## config.mk

```make
export PLATFORM = sky130hd
export DESIGN_NAME = multicycle_ctrl
export DESIGN_NICKNAME = d
export VERILOG_FILES = /design/src/rtl/multicycle_ctrl.sv
export SDC_FILE = /design/constraint.sdc
export NUM_CORES = 1
export LEC_CHECK = 0
export CAP_MARGIN = 20
export CORE_MARGIN = 2
export CORE_UTILIZATION = 32
export DETAILED_ROUTE_END_ITERATION = 12
export PLACE_DENSITY = 0.78
export SLEW_MARGIN = 20
export SYNTH_ARGS = -nofsm -noshare
export SYNTH_HDL_FRONTEND = slang
export SYNTH_SLANG_ARGS = --single-unit
export TNS_END_PERCENT = 5
```

## constraint.sdc

```tcl
create_clock -name clk -period 2.4 [get_ports clk]
set_input_delay 0.6 -clock clk [delete_from_list [all_inputs] [get_ports clk]]
set_output_delay 0.6 -clock clk [all_outputs]
set_load 0.005 [all_outputs]
```

## src/rtl/multicycle_ctrl.sv

```systemverilog
// Main control FSM for the multi-cycle RV32I core.
// Sequences the shared datapath through FETCH/DECODE/EXEC/MEM/WB, drives
// the ALU control class (aluop) and resolves branches from the ALU flags.
module multicycle_ctrl (
    input  logic       clk,
    input  logic       rst,
    input  logic [6:0] opcode,
    input  logic [2:0] func3,
    input  logic       alu_zero,
    input  logic       alu_lsb,
    input  logic       mem_ready,
    output logic       mem_req,
    output logic       mem_we,
    output logic       mem_addr_sel,
    output logic       ir_we,
    output logic       pc_we,
    output logic [1:0] pc_sel,
    output logic [1:0] aluop,
    output logic [1:0] alusrc_a,
    output logic [1:0] alusrc_b,
    output logic       reg_we,
    output logic [1:0] wb_sel,
    output logic       illegal,
    output logic       instret,
    output logic [2:0] state
);

    typedef enum logic [2:0] {
        S_FETCH  = 3'd0,
        S_DECODE = 3'd1,
        S_EXEC   = 3'd2,
        S_MEM    = 3'd3,
        S_WB     = 3'd4,
        S_TRAP   = 3'd7
    } state_t;

    localparam logic [6:0] OPC_LUI    = 7'b0110111;
    localparam logic [6:0] OPC_AUIPC  = 7'b0010111;
    localparam logic [6:0] OPC_JAL    = 7'b1101111;
    localparam logic [6:0] OPC_JALR   = 7'b1100111;
    localparam logic [6:0] OPC_BRANCH = 7'b1100011;
    localparam logic [6:0] OPC_LOAD   = 7'b0000011;
    localparam logic [6:0] OPC_STORE  = 7'b0100011;
    localparam logic [6:0] OPC_OPIMM  = 7'b0010011;
    localparam logic [6:0] OPC_OP     = 7'b0110011;

    state_t r_state;
    state_t w_next;
    logic   w_legal;
    logic   w_taken;

    // Opcode legality check used at DECODE
    always_comb begin
        case (opcode)
            OPC_LUI, OPC_AUIPC, OPC_JAL, OPC_JALR, OPC_BRANCH,
            OPC_LOAD, OPC_STORE, OPC_OPIMM, OPC_OP: w_legal = 1'b1;
            default:                                w_legal = 1'b0;
        endcase
    end

    // Branch decision from ALU flags; func3 010/011 never taken
    always_comb begin
        case (func3)
            3'b000:         w_taken = alu_zero;
            3'b001:         w_taken = ~alu_zero;
            3'b100, 3'b110: w_taken = alu_lsb;
            3'b101, 3'b111: w_taken = ~alu_lsb;
            default:        w_taken = 1'b0;
        endcase
    end

    // State register with synchronous reset to FETCH
    always_ff @(posedge clk) begin
        if (rst) begin
            r_state <= S_FETCH;
        end else begin
            r_state <= w_next;
        end
    end

    // Next-state logic
    always_comb begin
        w_next = r_state;
        case (r_state)
            S_FETCH: begin
                if (mem_ready) begin
                    w_next = S_DECODE;
                end
            end
            S_DECODE: begin
                w_next = w_legal ? S_EXEC : S_TRAP;
            end
            S_EXEC: begin
                case (opcode)
                    OPC_LOAD, OPC_STORE:                   w_next = S_MEM;
                    OPC_BRANCH, OPC_JAL, OPC_JALR:         w_next = S_FETCH;
                    OPC_OP, OPC_OPIMM, OPC_LUI, OPC_AUIPC: w_next = S_WB;
                    default:                               w_next = S_TRAP;
                endcase
            end
            S_MEM: begin
                if (mem_ready) begin
                    w_next = (opcode == OPC_STORE) ? S_FETCH : S_WB;
                end
            end
            S_WB:    w_next = S_FETCH;
            S_TRAP:  w_next = S_TRAP;
            default: w_next = S_FETCH;
        endcase
    end

    // Output decode; every output is held at 0 while rst is high
    always_comb begin
        mem_req      = 1'b0;
        mem_we       = 1'b0;
        mem_addr_sel = 1'b0;
        ir_we        = 1'b0;
        pc_we        = 1'b0;
        pc_sel       = 2'b00;
        aluop        = 2'b00;
        alusrc_a     = 2'b00;
        alusrc_b     = 2'b00;
        reg_we       = 1'b0;
        wb_sel       = 2'b00;
        illegal      = 1'b0;
        instret      = 1'b0;
        state        = 3'd0;
        if (!rst) begin
            state = r_state;
            case (r_state)
                S_FETCH: begin
                    mem_req = 1'b1;
                    ir_we   = mem_ready;
                end
                S_DECODE: begin
                    alusrc_a = 2'b01;
                    alusrc_b = 2'b01;
                end
                S_EXEC: begin
                    case (opcode)
                        OPC_OP: begin
                            aluop = 2'b10;
                        end
                        OPC_OPIMM: begin
                            alusrc_b = 2'b01;
                            aluop    = 2'b01;
                        end
                        OPC_LUI: begin
                            alusrc_a = 2'b10;
                            alusrc_b = 2'b01;
                        end
                        OPC_AUIPC: begin
                            alusrc_a = 2'b01;
                            alusrc_b = 2'b01;
                        end
                        OPC_LOAD, OPC_STORE: begin
                            alusrc_b = 2'b01;
                        end
                        OPC_BRANCH: begin
                            aluop   = 2'b11;
                            pc_we   = 1'b1;
                            pc_sel  = w_taken ? 2'b01 : 2'b00;
                            instret = 1'b1;
                        end
                        OPC_JAL: begin
                            pc_we   = 1'b1;
                            pc_sel  = 2'b01;
                            reg_we  = 1'b1;
                            wb_sel  = 2'b10;
                            instret = 1'b1;
                        end
                        OPC_JALR: begin
                            alusrc_b = 2'b01;
                            pc_we    = 1'b1;
                            pc_sel   = 2'b10;
                            reg_we   = 1'b1;
                            wb_sel   = 2'b10;
                            instret  = 1'b1;
                        end
                        default: begin
                        end
                    endcase
                end
                S_MEM: begin
                    mem_req      = 1'b1;
                    mem_addr_sel = 1'b1;
                    mem_we       = (opcode == OPC_STORE);
                    if ((opcode == OPC_STORE) && mem_ready) begin
                        pc_we   = 1'b1;
                        instret = 1'b1;
                    end
                end
                S_WB: begin
                    reg_we  = 1'b1;
                    wb_sel  = (opcode == OPC_LOAD) ? 2'b01 : 2'b00;
                    pc_we   = 1'b1;
                    instret = 1'b1;
                end
                S_TRAP: begin
                    illegal = 1'b1;
                end
                default: begin
                end
            endcase
        end
    end

endmodule

```

==> flow_summary_export.csv <==
group,metric,value,unit
layout,regMostFlops,"r_state",
layout,antennaDiodeCount,0,
cts,tritoncts,"done",
layout,final.fill_count,152,
die,die_w,46.6,microns
timing,slew_viol_final,0,
synthesis,synth_enable_flop_cells,0,
global_routing,antenna_found_initial,0,
worst_setup_path,timing.critical_path.cells,"buf_6 -> nand3b_4 -> or4_4 -> or4_4 -> a21oi_2 -> buf_2",
placed_design,finalWeightedCongestion,0.916,
synthesis,primary_flip_flop_cell_chosen_by_synthesis_mapping,"dfxtp_1",
layout,largestRegisters,"r_state (3)",
layout,area_growth_syn_to_layout,103,%
synthesis,synth.cell_area,581,sq um
timing,max_freq,0.391,GHz
cts,clock-root-buffer,"clkbuf_4",
power_and_ir_drop,ir_drop,0.239,mV
run,drv_cap,0,
synthesis,synth.lib_cells_used.distinct,36,
die,row_count,15,
timing,final-setup-viol-count,5,
cts,cts_made_buffers,3,
die,boundaryPins,36,
cts,skew_pair_late_insertion_delay,240,ps
synthesis,syn-mean-instance-area,6.24,sq um
die,effective_utilization_at_floorplan,0.340,
worst_setup_path,cpMaxStageDelayCell,"or4_4",
synthesis,yosys_warnings,0,
timing,final_critical_period,2560,ps
status,run_status,"complete, but fails checks",
worst_setup_path,worst-path-buf-inv,2,
worst_setup_path,crit_path_max_fanout,2,
worst_setup_path,critPathTopFamily,"simple AND/OR/NAND/NOR gates",
synthesis,post_synth_main_area_contributors,"dfxtp_1 (10%), nor2_1 (7.1%), nor2b_1 (5.4%), a21oi_1 (5.2%), nand2_1 (5.2%)",
placed_design,dp.final_hpwl,1760,microns
synthesis,synth_most_common_cell,"nor2_1",
layout,largest_register_ff_count,3,
synthesis,synthDominantAreaCellType,"dfxtp_1",
timing,worst_slack,-157,ps
cts,clock_sinks,3,
global_routing,grt_start_max_net_pins,11,
synthesis,synthesized_flop_and_latch_total,3,
synthesis,synth.yosys.seq_area_share,0.103,
synthesis,synth_nets,108,
die,chipHeight,46.6,microns
worst_setup_path,critPathRequiredTime,1800,ps
placed_design,buffer_ports.inserted,34,
worst_setup_path,timing.critical_path.arrival,1960,ps
global_routing,globalRoute.totalOverflow,0,
synthesis,synth.cells.most_frequent,"nor2_1 (11), nand2_1 (8), a21oi_1 (6), clkbuf_1 (6), inv_1 (6)",
global_routing,vias_in_the_first_global_route,895,
timing,unrepaired_setup_endpoints_after_global_routing,"true",
routing,drt_drc_violations_left,0,
cts,cts.clk_slew.worst_paths,40,ps
status,violations,"negative setup slack",
cts,cts_htree_levels,1,
timing,totalNegativeSetupSlack,-427,ps
power_and_ir_drop,total_power,0.000658,W
cts,clk_path_buf_depth,2,
routing,number_of_drc_markers_in_iteration_0,24,
timing,final.setup_skew,9.84,ps
synthesis,postSynth.asyncResetShare,0,
die,floorplan.die_area,2170,sq um
worst_setup_path,slowest_delay,430,ps
power_and_ir_drop,power-per-cell-area,558,nW/um^2
routing,routed_wirelength,2510,microns
routing,dr.pass1.iters,5,
routing,avgViaCountPerCell,5.40,
routing,average_routed_wire_per_standard_cell,14.3,microns
synthesis,postSynthCellCount,93,
synthesis,synth_top_area_frac,0.103,
min_path,tightest_hold_check_type,"register to register",
global_routing,grt_pass1_wl,3710,microns
worst_setup_path,critPathCaptureType,"primary output",
power_and_ir_drop,total_leakage_power,0.564,nW
layout,proportion_of_layout_cells_with_a_drive_suffix_above_1,0.450,
die,area_of_the_core,1710,sq um
worst_setup_path,critPathMostFrequentCell,"or4_4",
layout,nNetsFinal,167,
routing,dr_vias,951,
worst_setup_path,worstSetupStartpointType,"input port",
timing,period_share,1.07,
timing,fin_hold_ws,700,ps
global_routing,grt_util_all_layers,0.237,
timing,hold_viol,0,
routing,ant_nets,0,
worst_setup_path,path_class,"input port to primary output",
## worst register-to-register path, stage by stage (launching register included)
cell and delay, ps:
dfxtp_1 410, inv_1 160, buf_4 170, nor2_1 220, o211ai_1 210, a31oi_1 210
## layer usage
layer  global-route usage  part of all wire
met4                0.120             0.020
met2                0.458              0.56
met3               0.0235             0.055
met5                    0                 0
met1                0.245              0.37
## what timing repair did
action | CTS | global route
hold buffers | 0 | 0
pin swaps | 8 | 3
gates resized for setup | 83 | 14
buffers inserted | 3 | 0
setup endpoints to repair | 19 | 12
## stage by stage
step                 util  instance area, sq um  cells  setup WS, ps
global placement    0.648                  1110    169          -900
detailed placement  0.648                  1110    169          -928
global route        0.690                  1180    176          -224
finish              0.690                  1180    176          -157
floorplan               -                   584     93         -87.8
CTS                 0.680                  1160    176          -224
## logic make-up (layout without fill, tap and decap cells)
family | Yosys count | in the layout | share of synthesized area
AND/OR/NAND/NOR | 49 | 49 | 0.470
flip-flops | 3 | 3 | 0.103
AO/OA/AOI/OAI | 23 | 23 | 0.272
buffers and inverters | 14 | 72 | 0.103
XOR/XNOR | 3 | 3 | 0.0453
other | 1 | 1 | 0.00646
## cells in the final DEF, fill, tap and decap left out, drive strengths merged, types with 2 or more instances in the layout
| cell type | n |
|---|---|
| xor2 | 3 |
| nand3 | 4 |
| a21oi | 6 |
| nor4 | 3 |
| dlygate4sd2 | 7 |
| or4 | 2 |
| nor2b | 5 |
| o211ai | 2 |
| nand2 | 8 |
| buf | 42 |
| or3 | 2 |
| clkbuf | 7 |
| nor2 | 11 |
| nor3 | 4 |
| nand2b | 3 |
| and3 | 2 |
| clkdlybuf4s50 | 8 |
| dfxtp | 3 |
| o21bai | 2 |
| o21ai | 3 |
| nand3b | 2 |
| or2 | 2 |
| inv | 6 |
## worst paths after layout
check	slack, ps	startpoint	to	cells past startpoint
min	700	r_state[1]	r_state[2]	3
max	-160	opcode[3]	instret	6
min reg2reg	700	r_state[1]	r_state[2]	3
max reg2reg	950	r_state[1]	r_state[0]	5
## final cells by class
class	instances	area (sq um)	area share
Tap cell	25	31.3	0.0265
Sequential cell	3	60.1	0.0510
Inverter	6	22.5	0.0191
Multi-Input combinational cell	76	566	0.480
Clock buffer	4	26.3	0.0223
Timing Repair Buffer	62	473	0.401
## where the power goes
part | total (W) | internal (W) | switching [W]
clock network | 0.0000916 | 0.0000625 | 0.0000290
logic | 0.000464 | 0.000228 | 0.000236
registers | 0.000102 | 0.0000689 | 0.0000330
Note: power is estimated with default switching activity, not from simulation.
